$ cat src/rtl/skew_stream_buf.sv
// skew_stream_buf: per-lane delay lines that skew B-operand rows diagonally into
// the systolic array. Lane i is BASE_DEPTH + i*STEP stages deep. A small FSM
// tracks the tile: after the last row is accepted it self-advances until every
// lane is empty and then pulses done for one cycle.
// Optional build macro SKEW_STREAM_BUF_PERF_EN adds row_cnt and stall_cnt.
//
// state | meaning
// IDLE  | no tile in flight, storage empty or only stale bubbles
// RUN   | rows of a tile being accepted, advances follow en
// DRAIN | last row accepted, self-advancing with bubbles, input blocked
module skew_stream_buf #(
    parameter int BITS_AB    = 8,
    parameter int DIM        = 8,
    parameter int BASE_DEPTH = 8,
    parameter int STEP       = 1
) (
    input  logic                              clk,
    input  logic                              rst_n,
    input  logic                              en,
    input  logic                              flush,
    input  logic                              in_valid,
    input  logic                              in_last,
    input  logic signed [DIM-1:0][BITS_AB-1:0] Bin,
    output logic                              in_ready,
    output logic signed [DIM-1:0][BITS_AB-1:0] Bout,
    output logic [DIM-1:0]                    out_valid,
    output logic                              busy,
    output logic                              done
`ifdef SKEW_STREAM_BUF_PERF_EN
    ,
    output logic [15:0]                       row_cnt,
    output logic [15:0]                       stall_cnt
`endif
);

    typedef enum logic [1:0] {
        IDLE  = 2'd0,
        RUN   = 2'd1,
        DRAIN = 2'd2
    } state_t;

    state_t         state_q;
    logic           done_q;
    logic           adv;
    logic           accept;
    logic           empty;
    logic [DIM-1:0] lane_busy;

    assign adv      = en | (state_q == DRAIN);
    assign in_ready = (state_q != DRAIN);
    assign accept   = adv & in_valid & in_ready;
    assign empty    = ~|lane_busy;
    assign busy     = (state_q != IDLE);
    assign done     = done_q;

    for (genvar i = 0; i < DIM; i++) begin : g_lane
        localparam int D = BASE_DEPTH + i * STEP;

        logic [D-1:0]              vld_q;
        logic [D-1:0][BITS_AB-1:0] dat_q;

        // Lane delay line: shift on every advance, writing the row or a zero bubble.
        always_ff @(posedge clk) begin
            if (!rst_n || flush) begin
                vld_q <= '0;
                dat_q <= '0;
            end else if (adv) begin
                for (int s = D - 1; s > 0; s--) begin
                    vld_q[s] <= vld_q[s-1];
                    dat_q[s] <= dat_q[s-1];
                end
                vld_q[0] <= accept;
                dat_q[0] <= accept ? Bin[i] : '0;
            end
        end

        assign Bout[i]      = dat_q[D-1];
        assign out_valid[i] = vld_q[D-1];
        assign lane_busy[i] = |vld_q;
    end

    // Tile sequencing and the registered drain-complete pulse.
    always_ff @(posedge clk) begin
        if (!rst_n || flush) begin
            state_q <= IDLE;
            done_q  <= 1'b0;
        end else begin
            done_q <= 1'b0;
            case (state_q)
                IDLE: begin
                    if (accept) begin
                        state_q <= in_last ? DRAIN : RUN;
                    end
                end
                RUN: begin
                    if (accept && in_last) begin
                        state_q <= DRAIN;
                    end else if (empty && !accept) begin
                        state_q <= IDLE;
                    end
                end
                DRAIN: begin
                    if (empty) begin
                        state_q <= IDLE;
                        done_q  <= 1'b1;
                    end
                end
                default: state_q <= IDLE;
            endcase
        end
    end

`ifdef SKEW_STREAM_BUF_PERF_EN
    logic [15:0] row_cnt_q;
    logic [15:0] stall_cnt_q;

    // Accepted-row and blocked-input counters; both wrap naturally at 16 bits.
    always_ff @(posedge clk) begin
        if (!rst_n || flush) begin
            row_cnt_q   <= '0;
            stall_cnt_q <= '0;
        end else begin
            if (accept) begin
                row_cnt_q <= row_cnt_q + 16'd1;
            end
            if (in_valid && !in_ready) begin
                stall_cnt_q <= stall_cnt_q + 16'd1;
            end
        end
    end

    assign row_cnt   = row_cnt_q;
    assign stall_cnt = stall_cnt_q;
`endif

endmodule

$ cat config.mk
export PLATFORM = sky130hd
export DESIGN_NAME = skew_stream_buf
export DESIGN_NICKNAME = d
export VERILOG_FILES = /design/src/rtl/skew_stream_buf.sv
export SDC_FILE = /design/constraint.sdc
export NUM_CORES = 1
export LEC_CHECK = 0
export CAP_MARGIN = 20
export CORE_ASPECT_RATIO = 0.9
export CORE_UTILIZATION = 48
export CTS_BUF_LIST = sky130_fd_sc_hd__clkbuf_4
export CTS_CLUSTER_DIAMETER = 150
export DETAILED_ROUTE_END_ITERATION = 10
export PLACE_DENSITY = 0.77
export REMOVE_ABC_BUFFERS = 1
export SLEW_MARGIN = 20
export SYNTH_ARGS = -nofsm -noshare
export SYNTH_HDL_FRONTEND = slang
export SYNTH_SLANG_ARGS = --single-unit
$ cat constraint.sdc
create_clock -name clk -period 2.6 [get_ports clk]
set_input_delay 0.39 -clock clk [delete_from_list [all_inputs] [get_ports clk]]
set_output_delay 0.39 -clock clk [all_outputs]
set_load 0.05 [all_outputs]
==> impl_metrics.json <==
{
  "synth_seq_cells": 754,
  "slew_headroom_pct": 55.58,
  "yosysWarnings": 0,
  "cts_buffer_depth": 3,
  "synthDistinctLibCells": 23,
  "dpl.hpwl_um": 32760,
  "ys.flop_type": "dfxtp_1",
  "tritoncts": "done",
  "ys_seq_area_share_pct": 52.51,
  "globalplace.congestion": 0.7332,
  "p_leak_nw": 10.58,
  "wl_per_cell_um": 14.69,
  "slowest_delay_ns": 0.80,
  "fin_area_mm2": 0.03323,
  "route.vias.total": 25222,
  "core_mm2": 0.05875,
  "fin_nets": 3600,
  "fin_util_pct": 56.57,
  "drv_cap": 0,
  "grt_max_degree": 158,
  "holdWs_ns": 0.2675,
  "yosys.area_share.adder_pct": 0,
  "die_area_mm2": 0.06087,
  "drt_iter0_drc": 2293,
  "crit_path_start_kind": "register",
  "worst_pin_slew_ns": 0.6663,
  "peakVddDrop_mv": 0.4317,
  "min_from": "rst_n",
  "finalMaxSlewViolations": 0,
  "r2r-start": "state_q[0]",
  "numCtsBuffers": 192,
  "htree_levels": 4,
  "hp-class": "in2reg",
  "finalHoldViolCount": 0,
  "firstDrtPassIters": 5,
  "drive_gt1_share_pct": 11.12,
  "worst_path_max_delay_cell": "clkdlybuf4s50_1",
  "die_x_um": 259.9,
  "synth_compound_area_share_pct": 25.08,
  "r2r_slack_ns": 0.58,
  "cts_num_sinks": 754,
  "rows": 84,
  "cp-end-kind": "primary output",
  "antenna_found_initial": 2,
  "setup_tns_ns": 0,
  "syn_area_mm2": 0.02874,
  "worstPathMaxFanout": 2,
  "path_delay_family": "buffers and inverters",
  "setup_viol": 0,
  "grt_pass1_wl_um": 105700,
  "die_h_um": 234.2,
  "drc": 0,
  "ant_nets": 0,
  "grt_pass1_vias": 22911,
  "synth-simple-area-share_pct": 14.49,
  "ys_top_cells_by_count": "nand3_1, dfxtp_1, a21oi_1",
  "crit_required_ns": 2.21,
  "synth_top_area_share_pct": 52.51,
  "synthTopCellsByArea": "dfxtp_1, nand3_1, a21oi_1",
  "r2r-end": "g_lane[0].dat_q[31]",
  "holdPathStages": 3,
  "synth_edf_count": 0,
  "syn2layout_area_growth_pct": 15.62,
  "critPathBufInv": 1,
  "clock_latency_ns": 0.97,
  "min_to": "Bout[25]",
  "grt_use_total_pct": 20.13,
  "wirelength_um": 65060,
  "syn_area_per_cell_um2": 8.198,
  "fmaxAchievable_mhz": 404.2,
  "fin_skew_ns": 0.02652,
  "cp.arrival_ns": 2.08,
  "vias_per_cell": 5.695,
  "power_density_mw_per_mm2": 669.6,
  "async_flop_share_pct": 0,
  "min_period_ns": 2.474,
  "status": "finished, final reports clean",
  "io_pins": 145,
  "cp_cell_sequence": "clkdlybuf4s50_1",
  "muxShareOfSynthArea_pct": 0,
  "synth-xor-area-share_pct": 0,
  "cts_root_buf": "clkbuf_4",
  "yosys.area.top_type": "dfxtp_1",
  "period_share_pct": 95.16,
  "nFillCells": 5315,
  "grt-ovfl-total": 0,
  "critical_path_class": "reg2out",
  "rr_worst_depth": 5,
  "numPortBuffers": 144,
  "start_util_pct": 48.92,
  "clk_pin_slew_ns": 0.06,
  "synthCells": 3506,
  "yosysMostFrequentCell": "nand3_1",
  "placed_cell_area_mm2": 0.03021,
  "synth_top_family_by_area": "compound AO/OA/AOI/OAI gates"
}
==> metrics by stage <==
step | power [mW] | cells | setup WS, ns
3_5_place_dp | 12.83 | 4036 | 0.4630
6_report | 22.25 | 4429 | 0.1259
3_3_place_gp | 12.84 | 4036 | 0.4473
2_1_floorplan | 12.27 | 3025 | -25.81
5_1_grt | 23.31 | 4429 | -0.009247
4_1_cts | 22.56 | 4418 | -0.07727
==> timing repair <==
| item | 4_1_cts | 5_1_grt |
|---|---|---|
| gates cloned | 0 | 2 |
| endpoints found under the setup margin | 61 | 12 |
| hold buffers | 66 | 0 |
| pin swaps | 0 | 0 |
| hold endpoints to repair | 114 | 0 |
| gates resized for setup | 64 | 12 |
| setup buffers | 1 | 5 |
==> metal layers <==
| metal | track usage, % | vias up | share of wire (%) |
|---|---|---|---|
| met3 | 4.691 | 104 | 4.5 |
| met1 | 25.23 | 11947 | 46 |
| met2 | 33.02 | 565 | 47 |
| met4 | 8.860 | 0 | 2.3 |
| li1 | - | 12606 | - |
| met5 | 0 | - | 0 |
==> where the power goes <==
part / switching, mW / total (mW) / internal [mW]
clock network: 4.46 / 9.59 / 5.13
logic: 0.734 / 1.08 / 0.343
registers: 0.0122 / 11.6 / 11.6
total: 5.21 / 22.3 / 17.0
==> area by class of cell <==
| type | count | area, um^2 | share of cell area (%) |
|---|---|---|---|
| Sequential cell | 754 | 15100 | 45.42 |
| Timing Repair Buffer | 309 | 3396 | 10.22 |
| Tap cell | 774 | 968.4 | 2.914 |
| Antenna cell | 4 | 10.01 | 0.03012 |
| Multi-Input combinational cell | 2268 | 11390 | 34.26 |
| Clock inverter | 23 | 117.6 | 0.3539 |
| Inverter | 3 | 45.04 | 0.1355 |
| Timing Repair inverter | 2 | 22.52 | 0.06777 |
| Clock buffer | 292 | 2192 | 6.596 |
==> worst max path at each step <==
| stage | slack, ns | to | cells past startpoint | from |
|---|---|---|---|---|
| after global placement | 0.45 | g_lane[2].dat_q[7] | 5 | in_valid |
| after floorplan | -25.81 | g_lane[0].vld_q[0] | 4 | state_q[0] |
| after CTS | -0.08 | in_ready | 4 | state_q[0] |
| final | 0.13 | Bout[39] | 1 | Bout[39] |
| after detailed placement | 0.46 | g_lane[2].dat_q[7] | 5 | in_valid |
| after global routing | -0.009 | Bout[39] | 1 | Bout[39] |
==> cell families after synthesis <==
kind of cell,count (synthesis)
AOI/OAI and AO/OA,1439
and+or+nand+nor,829
DFF,754
buffers and inverters,484
==> layout by cell type (no fill, tap or decap), drive strengths merged, types with 2 or more instances in the layout <==
master         count
inv                5
clkbuf           292
diode              4
a21oi            751
nor3               2
dlygate4sd2       60
nand3            815
o21ai            686
clkinv            21
buf              101
nor4               3
dlymetal6s2s      11
dfxtp            754
a22o               2
dlygate4sd3       66
clkdlybuf4s50     71
==> registers in the layout, summed over array words and instances (netlist names) <==
signal,count
state_q,2
done,1
g_lane.vld_q,15
g_lane.dat_q,672
Bout,64
No activity file was read; power rests on OpenSTA's default activity.
